<file path="config.mk">
export PLATFORM = sky130hd
export DESIGN_NAME = trap_controller
export DESIGN_NICKNAME = d
export VERILOG_FILES = /design/src/rtl/trap_controller_pkg.sv /design/src/rtl/trap_controller_priority_enc.sv /design/src/rtl/trap_controller.sv
export SDC_FILE = /design/constraint.sdc
export NUM_CORES = 1
export LEC_CHECK = 0
export CORE_AREA = 4 4 308 310
export DETAILED_ROUTE_END_ITERATION = 10
export DIE_AREA = 0 0 312 314
export HOLD_SLACK_MARGIN = 0.06
export PLACE_DENSITY = 0.38
export SYNTH_ARGS = -nofsm -noshare
export SYNTH_HDL_FRONTEND = slang
export SYNTH_SLANG_ARGS = --single-unit
</file>
<file path="constraint.sdc">
create_clock -name clk_i -period 14.3 [get_ports clk_i]
set_input_delay 2.86 -clock clk_i [delete_from_list [all_inputs] [get_ports clk_i]]
set_output_delay 2.86 -clock clk_i [all_outputs]
set_load 0.03 [all_outputs]
</file>
<file path="src/rtl/trap_controller_pkg.sv">
// Shared types and constants for the machine-mode trap request logic.
package trap_controller_pkg;

    typedef enum logic [1:0] {
        StIdle,
        StFlush,
        StCommit
    } trap_state_t;

    localparam logic [3:0] IRQ_SOFT_CODE  = 4'd3;
    localparam logic [3:0] IRQ_TIMER_CODE = 4'd7;
    localparam logic [3:0] IRQ_EXT_CODE   = 4'd11;

    localparam int unsigned MSTATUS_MIE = 3;

    localparam logic [1:0] MTVEC_DIRECT   = 2'd0;
    localparam logic [1:0] MTVEC_VECTORED = 2'd1;

endpackage

</file>
<file path="src/rtl/trap_controller_priority_enc.sv">
// Picks the winning trap cause: synchronous exceptions first, then
// enabled interrupts in the order external, software, timer.
module trap_controller_priority_enc
    import trap_controller_pkg::*;
#(
    parameter int unsigned N = 64
) (
    input  logic         exc_valid_i,
    input  logic [3:0]   exc_code_i,
    input  logic [N-1:0] int_pend_i,
    input  logic         int_en_i,
    output logic         valid_o,
    output logic [3:0]   code_o,
    output logic         is_int_o
);

    logic unused_pend;
    assign unused_pend = ^int_pend_i;

    always_comb begin
        valid_o  = 1'b0;
        code_o   = 4'd0;
        is_int_o = 1'b0;
        if (exc_valid_i) begin
            valid_o = 1'b1;
            code_o  = exc_code_i;
        end else if (int_en_i) begin
            if (int_pend_i[IRQ_EXT_CODE]) begin
                valid_o  = 1'b1;
                code_o   = IRQ_EXT_CODE;
                is_int_o = 1'b1;
            end else if (int_pend_i[IRQ_SOFT_CODE]) begin
                valid_o  = 1'b1;
                code_o   = IRQ_SOFT_CODE;
                is_int_o = 1'b1;
            end else if (int_pend_i[IRQ_TIMER_CODE]) begin
                valid_o  = 1'b1;
                code_o   = IRQ_TIMER_CODE;
                is_int_o = 1'b1;
            end
        end
    end

endmodule

</file>
<file path="src/rtl/trap_controller.sv">
// Trap sequencer: latch cause, handshake a pipeline flush, then commit the trap CSRs
// and redirect fetch. Define TRAP_VECTORED_EN for vectored interrupt dispatch via mtvec.
module trap_controller
    import trap_controller_pkg::*;
#(
    parameter int unsigned N = 64
) (
    input  logic         clk_i,
    input  logic         rst_i,
    input  logic         exc_valid_i,
    input  logic [3:0]   exc_code_i,
    input  logic [N-1:0] exc_pc_i,
    input  logic [N-1:0] exc_tval_i,
    input  logic [N-1:0] next_pc_i,
    input  logic         irq_soft_i,
    input  logic         irq_timer_i,
    input  logic         irq_ext_i,
    input  logic [N-1:0] mstatus_i,
    input  logic [1:0]   current_mode_i,
    input  logic [N-1:0] csr_in_i,
    input  logic         mie_write_i,
    input  logic         mtvec_write_i,
    input  logic         flush_ack_i,
    output logic         flush_req_o,
    output logic [15:0]  trap_trigger_o,
    output logic         redirect_valid_o,
    output logic [N-1:0] trap_target_o,
    output logic [N-1:0] mcause_o,
    output logic [N-1:0] mepc_o,
    output logic [N-1:0] mtval_o,
    output logic [N-1:0] mie_o,
    output logic [N-1:0] mip_o,
    output logic [N-1:0] mtvec_o
);

    trap_state_t  state_q, state_d;
    logic [3:0]   code_q, code_d;
    logic         is_int_q, is_int_d;
    logic [N-1:0] epc_q, epc_d;
    logic [N-1:0] tval_q, tval_d;
    logic [N-1:0] mcause_q, mcause_d;
    logic [N-1:0] mepc_q, mepc_d;
    logic [N-1:0] mtval_q, mtval_d;
    logic [N-1:0] mie_q, mie_d;
    logic [N-1:0] mip_q, mip_d;
    logic [N-1:0] mtvec_q, mtvec_d;

    logic         int_en;
    logic         pr_valid;
    logic [3:0]   pr_code;
    logic         pr_is_int;
    logic [N-1:0] base_addr;
    logic [N-1:0] target;

    logic unused_bits;
    assign unused_bits = ^{mstatus_i, csr_in_i[1:0]};

    assign int_en = (current_mode_i != 2'b11) | mstatus_i[MSTATUS_MIE];

    trap_controller_priority_enc #(
        .N(N)
    ) u_prio (
        .exc_valid_i(exc_valid_i),
        .exc_code_i (exc_code_i),
        .int_pend_i (mip_q & mie_q),
        .int_en_i   (int_en),
        .valid_o    (pr_valid),
        .code_o     (pr_code),
        .is_int_o   (pr_is_int)
    );

    assign base_addr = {mtvec_q[N-1:2], 2'b00};

`ifdef TRAP_VECTORED_EN
    assign target = (is_int_q && (mtvec_q[1:0] == MTVEC_VECTORED)) ?
                    base_addr + {{(N-6){1'b0}}, code_q, 2'b00} : base_addr;
`else
    assign target = base_addr;
`endif

    always_comb begin
        mip_d = '0;
        mip_d[IRQ_SOFT_CODE]  = irq_soft_i;
        mip_d[IRQ_TIMER_CODE] = irq_timer_i;
        mip_d[IRQ_EXT_CODE]   = irq_ext_i;

        mie_d = mie_q;
        if (mie_write_i) begin
            mie_d = '0;
            mie_d[IRQ_SOFT_CODE]  = csr_in_i[IRQ_SOFT_CODE];
            mie_d[IRQ_TIMER_CODE] = csr_in_i[IRQ_TIMER_CODE];
            mie_d[IRQ_EXT_CODE]   = csr_in_i[IRQ_EXT_CODE];
        end

        mtvec_d = mtvec_q;
        if (mtvec_write_i) begin
`ifdef TRAP_VECTORED_EN
            // Reserved modes 2/3 collapse to direct.
            mtvec_d = {csr_in_i[N-1:2],
                       (csr_in_i[1:0] == MTVEC_VECTORED) ? MTVEC_VECTORED : MTVEC_DIRECT};
`else
            mtvec_d = {csr_in_i[N-1:2], MTVEC_DIRECT};
`endif
        end
    end

    always_comb begin
        state_d          = state_q;
        code_d           = code_q;
        is_int_d         = is_int_q;
        epc_d            = epc_q;
        tval_d           = tval_q;
        mcause_d         = mcause_q;
        mepc_d           = mepc_q;
        mtval_d          = mtval_q;
        flush_req_o      = 1'b0;
        trap_trigger_o   = '0;
        redirect_valid_o = 1'b0;
        trap_target_o    = '0;

        unique case (state_q)
            StIdle: begin
                if (pr_valid) begin
                    code_d   = pr_code;
                    is_int_d = pr_is_int;
                    epc_d    = pr_is_int ? next_pc_i : exc_pc_i;
                    tval_d   = pr_is_int ? '0 : exc_tval_i;
                    state_d  = StFlush;
                end
            end
            StFlush: begin
                flush_req_o = 1'b1;
                if (flush_ack_i) begin
                    state_d = StCommit;
                end
            end
            StCommit: begin
                trap_trigger_o[code_q] = 1'b1;
                redirect_valid_o       = 1'b1;
                trap_target_o          = target;
                mcause_d               = {is_int_q, {(N-5){1'b0}}, code_q};
                mepc_d                 = {epc_q[N-1:1], 1'b0};
                mtval_d                = tval_q;
                state_d                = StIdle;
            end
            default: state_d = StIdle;
        endcase
    end

    always_ff @(posedge clk_i or posedge rst_i) begin
        if (rst_i) begin
            state_q  <= StIdle;
            code_q   <= '0;
            is_int_q <= 1'b0;
            epc_q    <= '0;
            tval_q   <= '0;
            mcause_q <= '0;
            mepc_q   <= '0;
            mtval_q  <= '0;
            mie_q    <= '0;
            mip_q    <= '0;
            mtvec_q  <= '0;
        end else begin
            state_q  <= state_d;
            code_q   <= code_d;
            is_int_q <= is_int_d;
            epc_q    <= epc_d;
            tval_q   <= tval_d;
            mcause_q <= mcause_d;
            mepc_q   <= mepc_d;
            mtval_q  <= mtval_d;
            mie_q    <= mie_d;
            mip_q    <= mip_d;
            mtvec_q  <= mtvec_d;
        end
    end

    assign mcause_o = mcause_q;
    assign mepc_o   = mepc_q;
    assign mtval_o  = mtval_q;
    assign mie_o    = mie_q;
    assign mip_o    = mip_q;
    assign mtvec_o  = mtvec_q;

endmodule

</file>
# [After elaboration in Yosys (flattened, before gate mapping)]
# Cells that the tools add are included.
[word_totals] elab_cells=46 reg_bits=335 output_inout_bits=466 inputBits=335
[op_classes] eq_ne=5 n_mux=22 magnitude_cmp=2 reduce_logical=4 bitwise_logic=2
[op_table] op="two-way mux 64 bit" n=3
[op_table] op="two-way mux 16 bit" n=1
[op_table] op="two-way mux 4 bit" n=4
[op_table] op="bitwise AND 12 bit" n=1
[op_table] op="two-way mux 1 bit" n=9
[op_table] op="!= test 2 bit (second input constant)" n=3
[op_table] op="less-than comparator 4 x 5 -> 1 bit (second input constant)" n=1
[op_table] op="demux 1 bit (select 4 bit)" n=1
[op_table] op=">= comparator 4 x 1 -> 1 bit (second input constant)" n=1
[op_table] op="two-way mux 2 bit" n=2
[op_table] op="case mux 2 bit (2 select lines)" n=1
[op_table] op="AND reduction 2 bit" n=2
[op_table] op="two-way mux 3 bit" n=1
[op_table] op="== test 2 x 1 -> 1 bit (second input constant)" n=1
[op_table] op="== test 2 bit (second input constant)" n=1
[op_table] op="logical NOT 2 bit" n=1
[op_table] op="logical AND 1 bit" n=1
[op_table] op="bitwise OR 1 bit" n=1

# [Depth between registers and ports, before layout]
# Gate-level depths: netlist of run 1.
[depth] depth_word=8 depth_mapped=6 mapped_depth_nobuf=3

# [Modules after synthesis]
# A second synthesis of run 1 with hierarchy kept.
[hier_totals] cells_unflattened=1147 area_unflattened_um2=15556.2
[modules_own_cells] mod="trap_controller" cells_per_inst=1132 area_each_um2=15471.1 seq_area_each_um2=8358.0 n_inst=1
[modules_own_cells] mod="trap_controller_priority_enc" cells_per_inst=15 area_each_um2=85.1 seq_area_each_um2=0.0 n_inst=1

# [Worst setup path before layout of run 1]
# Ideal clock, no wire load.
[synth_path] kind="reg-to-output" startpoint="register state_q[0]" endpoint="output port trap_trigger_o[3]" required_time_ns=11.440 stages_incl_launch_ff=7 arrival_time_ns=1.821 setup_slack_ns=9.619 path_buffers=3 cell_sequence="dfrtp_1 nor2b_1 buf_2 buf_2 buf_2 nand3_1 nor3_1"
[synth_via] elab_chain_cells=2
[synth_lines] element="start, declared" line_no="trap_controller.sv:36" source="trap_state_t state_q, state_d;"
[synth_lines] element="start signal, assigned" line_no="trap_controller.sv:152" source="state_q <= StIdle;"
[synth_lines] element="start signal, assigned" line_no="trap_controller.sv:164" source="state_q <= state_d;"
[synth_lines] element="== test 2 bit" line_no="trap_controller.sv:121" source="unique case (state_q)"
[synth_lines] element="two-way mux 16 bit" line_no="trap_controller.sv:121"
[synth_lines] element="end, declared" line_no="trap_controller.sv:25" source="output logic [15:0] trap_trigger_o,"
# No other way between the ends.

# [Worst setup path in the final report of run 1]
[layout_path] startpoint="register state_q[1]" endpoint="output port trap_target_o[60]"
[layout_via] elab_chain_cells=2
[layout_lines] element="== test 2 bit" line_no="trap_controller.sv:121"
[layout_lines] element="two-way mux 64 bit" line_no="trap_controller.sv:121"
[layout_lines] element="end, declared" line_no="trap_controller.sv:27" source="output logic [N-1:0] trap_target_o,"
# No other way between the ends.

==> results of run 1 <==
-- synth_stat cells (2+ instances only) --
cell and number:
or2b_1 9, o21ai_0 2, o221a_1 59, nor3_1 4
nand2_1 6, buf_2 36, and2_1 63, mux2_2 189
buf_4 187, clkbuf_1 21, mux2_1 9, buf_1 2
nand2b_1 56, dfrtp_1 334, o221a_2 4, a22o_1 65
nand3b_1 4, nor2_1 14, buf_6 7, inv_1 5
o21a_1 2
-- worst reg2reg max path, stage by stage (launching register included) --
cell and delay (ns):
dfrtp_1 0.44, nor2b_4 0.17, buf_4 0.58, buf_4 0.72, buf_4 0.60, mux2_2 0.44
-- where the power goes --
group / leakage (nW) / internal [mW] / switching [mW]
logic: 4.34 / 0.816 / 1.03
clock network: 0.752 / 0.718 / 0.453
registers: 3.97 / 1.31 / 0.213
total: 9.07 / 2.85 / 1.70
-- through the flow --
step | hold slack, ns | total power [mW] | instances | worst slack, ns
floorplan | 0.4646 | 2.647 | 1278 | 2.187
global placement | 0.4707 | 3.403 | 2772 | 8.174
detailed placement | 0.4812 | 3.424 | 2772 | 8.194
CTS | 0.4945 | 4.646 | 2851 | 7.513
global route | 0.5080 | 4.797 | 2853 | 7.383
finish | 0.4896 | 4.540 | 2856 | 7.696
-- worst min-delay path by stage --
stage | end | slack (ns) | cells past startpoint
after CTS | mtval_o[35] | 0.49 | 1
after global routing | mtval_o[37] | 0.51 | 1
after floorplan | mtval_o[16] | 0.46 | 1
after global placement | mtval_o[35] | 0.47 | 1
final | mtval_o[37] | 0.49 | 1
after detailed placement | mtval_o[35] | 0.48 | 1
-- logic make-up (layout without fill, tap and decap cells) --
family                 count (synthesis)  in the layout  synth area share
multiplexers                         198            198            0.1515
flip-flops                           334            334            0.5679
other                                  1            191         0.0002548
buffers and inverters                258            645            0.1201
AO/OA/AOI/OAI                        139            139           0.09267
AND/OR/NAND/NOR                      163            163           0.06751
-- state kept, by name (all words and copies together), names as in the netlist --
name and flops:
code_q 4, epc_q 63, is_int_q 1, mcause_o 5
mepc_o 63, mie_o 3, mip_o 3, mtval_o 64
mtvec_o 62, state_q 2, tval_q 64
-- area by class of cell --
cell class              instances  area [um^2]
well taps                    1186         1484
multi-input cells             686         5300
diodes                          5        12.51
flip-flops and latches        334         8358
clock inverters                21        300.3
clock buffers                  58         1232
inverters                       5        26.28
repair buffers                561         5588
fillers                      9694        69360
-- per-layer routing --
metal,vias up,share of wire,track usage
met5,-,0.0014,0
met4,12,0.026,0.03445
met3,75,0.089,0.04371
met2,407,0.48,0.1829
met1,5144,0.41,0.1356
li1,4564,-,-
==> run metrics, run 1 <==
status completed; placed instance area about 0.021 mm^2; number of antenna violations at the first check in global routing 11; CTS Buf Count 43; final worst path period share 0.4618; Layout area overhead 51.54%; post-route antenna net violation count 0; Setup Buffers After CTS 0; IO buf count roughly 550; r2r setup slk between 10 and 15 ns; Post-CTS Hold Fix Bufs 0; min cycle time layout 6.604 ns; critical path's slowest cell clkdlybuf4s50_1; die height ~310 um; top cell type's share of synthesized area 0.5679; Post-synth ARST share 1.000; worst setup path start state_q[1]; # clock sinks approximately 330; All-Layer GR Usage 0.1117; RSZ-0062 raised after global routing false; relative slew slack 0.2949; largest net degree at the start of global routing 140; CTS H-Tree Depth 2; Clock Skew roughly 0.012 ns; crit-path max FO roughly 80; Setup crit end kind primary output; initial DRC count 392; first-pass GRT wire length roughly 82 mm; PostCTS Resize Cnt 0; number of synthesized flops with an enable pin 0; DR vias/cell around 3.6; layout cells sized above 1 0.1724; min-delay src mtval_o[37]; max cap viols 0; Synth area leaders dfrtp_1 (57%), mux2_2 (14%), buf_4 (9.5%), o221a_1 (4.5%), a22o_1 (3.9%); Seq/Total Area, Yosys 0.5679; Unique masters post-synth 36; Final Hold Violating Endpoints 0; Avg Cell Area, Syn 13.46 um^2; setup TNS 0 ns; router iterations before antenna repair 6; Crit path depth 5; Routed WL per cell 19.91 um; P per Cell Area around 200 mW/mm^2; crit-path most repeated cell buf_4; CTS tree yes; Worst path top cell family by delay buffers and inverters; synthesis-stage register bit count between 300 and 400; Vias a little over 10000; Critical Path Sink trap_target_o[60]; worst reg2reg path endpoint mcause_o[63]; Post-Route WL 56.85 mm; Buf/Inv on CP 3; worst path required time approximately 11 ns; CP Launch Type register; ordered list of cells on the worst path nor2b_4 > buf_4 > buf_4 > and2_1 > clkdlybuf4s50_1; vias in the first global route 11240; CTS root buf clkbuf_16; Reg2Reg Depth 5; Reg2Reg Launch Point state_q[1]; # IOs between 800 and 900; starting density of the core 0.1606; most frequent cells in the layout clkdlybuf4s50_1 (546), dfrtp_1 (334), mux2_2 (189); Fmax around 150 MHz; CP arrival about 3.7 ns; Die Footprint about 0.098 mm^2; fin util 0.2433; Core Area 0.09166 mm^2; final setup violation count 0; most common cell after layout, fill and taps aside clkdlybuf4s50_1; Post-Syn Instances roughly 1100; FP Rows roughly 110; Yosys warning count 0; final net count between 1500 and 2000; Final Cell Area between 0.02 and 0.025 mm^2; worst hold path class register to register; Worst VDD drop about 69 uV; clock tree buffer depth 3; Overflow after GRT 0; CP Class register to primary output; Clock Pin Slew Worst Setup and Hold Paths approximately 0.060 ns; ys flop type dfrtp_1; Worst-Skew Late Latency roughly 0.57 ns; post-synth top area cell dfrtp_1; RePlAce Congestion 0.7778; Die W between 300 and 400 um; Final HPWL DP between 40 and 50 mm; Static Leak between 9 and 10 nW; actual slew at the worst max-slew pin ~1.1 ns; synthesized area 0.01472 mm^2; DRC Markers 0; Slew Limit Fails 0; CP peak stage delay ~0.80 ns
No activity file was read; power rests on OpenSTA's default activity.
==> run 2: changes to the inputs <==
clock period = 6.75 ns   (was 14.3 ns; I/O delays follow)
==> run metrics, run 2 (synthesis results as in run 1) <==
setup TNS 0 ns; r2r setup slk 4.29 ns; most frequent cells in the layout clkdlybuf4s50_1 (546), dfrtp_1 (334), mux2_2 (189); Post-Route WL 55.42 mm; Final Hold Violating Endpoints 0; P per Cell Area between 400 and 500 mW/mm^2; Die W ~310 um; # clock sinks 334; first-pass GRT wire length about 80 mm; # IOs about 800; PostCTS Resize Cnt 0; FP Rows ~110; Static Leak approximately 9 nW; multi-input combinational cell area around 0.0053 mm^2; Reg2Reg Depth 3; Die Footprint between 0.09 and 0.1 mm^2; Layout area overhead 51.61%; initial DRC count ~400; CTS tree yes; post-route antenna net violation count 0; Critical Path Sink trap_trigger_o[2]; worst hold path class register to register; CTS Buf Count 45; largest net degree at the start of global routing roughly 140; Final HPWL DP approximately 40 mm; Clock Pin Slew Worst Setup and Hold Paths 0.05 ns; max cap viols 0; storage element area between 0.008 and 0.009 mm^2; CTS H-Tree Depth 2; Worst VDD drop roughly 210 uV; Core Area about 0.092 mm^2; min cycle time layout around 4.4 ns; Post-Place Setup Slack 2.730 ns; CP arrival between 3 and 4 ns; Non-Filler Instances around 2900; RSZ-0062 raised after global routing false; layout cells sized above 1 0.1687; worst setup path start state_q[1]; number of antenna violations at the first check in global routing 11; number of fill cells around 9700; IO buf count between 500 and 600; relative slew slack 0.3386; fin util 0.2434; All-Layer GR Usage 0.1085; Setup crit end kind primary output; Hold Worst Slack about 0.48 ns; DRC Markers 0; status completed; final setup violation count 0; Overflow after GRT 0; router iterations before antenna repair 4; crit-path max FO 38; DR vias/cell between 3 and 4; Vias between 10000 and 15000; most common cell after layout, fill and taps aside clkdlybuf4s50_1; actual slew at the worst max-slew pin 0.9922 ns; worst path required time ~5.4 ns; Clock Skew about 0.015 ns; Setup Buffers After CTS 0; final worst path period share 0.6576; vias in the first global route 10920; Worst-Skew Late Latency 0.59 ns; starting density of the core 0.1606; # placed instances about 2800; Post-CTS Hold Fix Bufs 0; Fmax 225.3 MHz; RePlAce Congestion ~0.75; Routed WL per cell between 15 and 20 um; final net count roughly 2000; die height around 310 um; Slew Limit Fails 0; CTS root buf clkbuf_16; clock tree buffer depth 3; worst reg2reg path endpoint tval_q[17]; CP Launch Type register; CP Class register to primary output; final setup margin roughly 2.3 ns; Reg2Reg Launch Point state_q[0]
## run 2: cell count changes in the layout (fill, tap and decap cells not counted), moves of 2 or more
cell,before,now
buf_12,1,5
buf_4,13,7
clkbuf_1,5,13
clkbuf_16,43,45
diode_2,5,8
bufinv_16,6,3
clkinv_2,8,5
## run 2: worst min path at each step
stage                     slack (ns)           to  depth (start not counted)   startpoint
after floorplan                 0.46  mtval_o[16]                          1   tval_q[16]
after global routing            0.51  mtval_o[38]                          1   tval_q[38]
final                           0.48  mtval_o[38]                          1  mtval_o[38]
after CTS                       0.49  mtval_o[38]                          1  mtval_o[38]
after detailed placement        0.48  mtval_o[38]                          1  mtval_o[38]
after global placement          0.47  mtval_o[37]                          1  mtval_o[37]
## run 2: worst max-delay path, stage by stage, from the launching register on
cell,delay [ns]
dfrtp_1,0.54
nor2b_4,0.29
buf_4,0.49
nand3b_1,0.25
nor3_1,0.21
clkdlybuf4s50_1,0.72
## run 2: final cells by class
cell class,count,share of cell area
clock buffer,69,0.05944
timing repair buffer,558,0.2518
antenna,8,0.0008973
sequential,334,0.3746
inverter,5,0.001009
clock inverter,14,0.007907
tap,1186,0.06651
multi-input combinational,686,0.2378
## run 2: metal layers
metal,up-vias,track usage,wire (um)
li1,4559,-,-
met1,5205,0.1346,23360
met2,399,0.1789,26690
met3,65,0.03798,4267
met4,2,0.03057,1085
met5,-,0,13
## run 2: through the flow
stage / power, mW / cell area [um^2]
after global routing: 10.11 / 22300
after CTS: 9.792 / 22290
after detailed placement: 7.249 / 20790
after global placement: 7.202 / 20790
after floorplan: 5.608 / 15410
final: 9.563 / 22310
## run 2: power by group
group	total (mW)	internal [mW]	leakage, nW	switching, mW
Clock	2.42	1.47	0.734	0.952
Sequential	3.24	2.78	3.97	0.462
Combinational	3.90	1.74	4.34	2.16
Total	9.56	5.99	9.04	3.57
==> run 3: changes to the inputs <==
CORE_AREA = 4 4 311 313   (was 4 4 308 310)
DIE_AREA = 0 0 315 317   (was 0 0 312 314)
PLACE_DENSITY = 0.39   (was 0.38)
clock period = 3.8 ns   (was 6.75 ns; I/O delays follow)
==> run metrics, run 3 (synthesis results as in run 1) <==
status completed; Fmax around 290 MHz; CP Class register to primary output; Slew Limit Fails 0; initial DRC count ~380; Core Area 0.09430 mm^2; Layout area overhead 53.15%; min cycle time layout ~3.5 ns; max cap viols 0; setup TNS 0 ns; ordered list of cells on the worst path nor2b_4 > buf_12 > and2_1 > clkdlybuf4s50_1; Reg2Reg Depth 4; Clock Pin Slew Worst Setup and Hold Paths roughly 0.05 ns; IO buf count between 500 and 600; worst hold path class register to register; most frequent cells in the layout clkdlybuf4s50_1 (546), dfrtp_1 (334), mux2_2 (189); final worst path period share 0.9203; worst path required time ~3.0 ns; min-delay src mtval_o[36]; vias in the first global route about 11000; DRC Markers 0; Final HPWL DP roughly 41 mm; actual slew at the worst max-slew pin ~0.8 ns; CTS root buf clkbuf_16; Post-Route WL roughly 56 mm; r2r setup slk about 1.3 ns; Post-Place Setup Slack 0.8127 ns; final setup violation count 0; post-route antenna net violation count 0; crit-path max FO 50; CTS H-Tree Depth 2; RePlAce Congestion between 0.7 and 0.8; # IOs around 800; Non-Filler Instances between 2000 and 3000; CP peak stage delay approximately 0.74 ns; Final Hold Violating Endpoints 0; PostCTS Resize Cnt 0; final net count between 1500 and 2000; Die W between 300 and 400 um; most common cell after layout, fill and taps aside clkdlybuf4s50_1; Overflow after GRT 0; Post-CTS Hold Fix Bufs 0; CTS Buf Count 44; first-pass GRT wire length around 80 mm; Die Footprint ~0.10 mm^2; worst reg2reg path endpoint mtval_o[56]; layout cells sized above 1 0.1746; Worst VDD drop just under 300 uV; Setup Buffers After CTS 0; CTS tree yes; DR vias/cell about 3.5; number of antenna violations at the first check in global routing 8; All-Layer GR Usage 0.1061; CP Launch Type register; Buf/Inv on CP 2; FP Rows 113; cell depth of the worst hold path 1; critical path's slowest cell clkdlybuf4s50_1; die height 317 um; Vias between 10000 and 15000; # clock sinks between 300 and 400; Hold Path End mtval_o[36]; RSZ-0062 raised after global routing false; Static Leak 9.119 nW; Worst path top cell family by delay buffers and inverters; starting density of the core 0.1561; placed instance area about 0.021 mm^2; largest net degree at the start of global routing 83; router iterations before antenna repair 4; relative slew slack 0.4700; fin util 0.2390; Worst-Skew Late Latency between 0.5 and 0.6 ns; # placed instances approximately 2900; clock tree buffer depth 3; Final Cell Area 0.02254 mm^2; final setup margin between 0.3 and 0.4 ns; CP arrival approximately 2.7 ns; Clock Skew roughly 0.026 ns; Reg2Reg Launch Point state_q[1]; Routed WL per cell ~19 um; P per Cell Area between 700 and 800 mW/mm^2; Setup crit end kind primary output
==> run 3: changes by cell type in the layout (fill, tap and decap cells not counted), moves of 2 or more <==
cell / previous run / this run
buf_12: 5 / 12
buf_4: 7 / 12
clkbuf_1: 13 / 8
clkbuf_8: 11 / 8
diode_2: 8 / 3
inv_6: 2 / 0
==> run 3: metal layers <==
metal	global-route usage	wire length, um
met1	0.1316	22980
met2	0.1750	26750
met3	0.03734	4877
met4	0.02925	1170
met5	0	20
==> run 3: worst max-delay path by stage <==
stage                           from  cells past startpoint                 to  slack (ns)
after CTS                 state_q[1]                      4   trap_target_o[4]        0.14
after global placement    state_q[1]                      4  trap_target_o[43]        0.84
after floorplan                rst_i                      1          code_q[0]       -1.42
after detailed placement  state_q[1]                      4   trap_target_o[4]        0.81
final                     state_q[1]                      4  trap_target_o[29]        0.30
after global routing      state_q[1]                      4  trap_target_o[58]        0.08
==> run 3: final cells by class <==
| cell class | instances | area [um^2] |
|---|---|---|
| Clock inverter | 16 | 219.0 |
| Fill cell | 10020 | 71770 |
| Multi-Input combinational cell | 686 | 5306 |
| Tap cell | 1265 | 1583 |
| Clock buffer | 60 | 1241 |
| Inverter | 5 | 22.52 |
| Antenna cell | 3 | 7.507 |
| Timing Repair Buffer | 571 | 5801 |
| Sequential cell | 334 | 8358 |
==> run 3: metrics by stage <==
step / power [mW] / hold WS, ns
6_report: 16.98 / 0.4898
5_1_grt: 17.94 / 0.5133
4_1_cts: 17.38 / 0.4935
3_5_place_dp: 12.97 / 0.4813
3_3_place_gp: 12.87 / 0.4695
2_1_floorplan: 9.961 / 0.4646
==> run 3: report_power, final <==
part | switching [mW] | internal (mW) | leakage (nW)
logic | 3.84 | 3.16 | 4.44
clock network | 1.70 | 2.50 | 0.712
registers | 0.835 | 4.93 | 3.97
==> run 3: worst register-to-register path, cell delays in order, from the launching register on <==
cell	delay, ns
dfrtp_1	0.43
nor2b_4	0.48
buf_4	0.32
buf_4	0.64
mux2_2	0.48
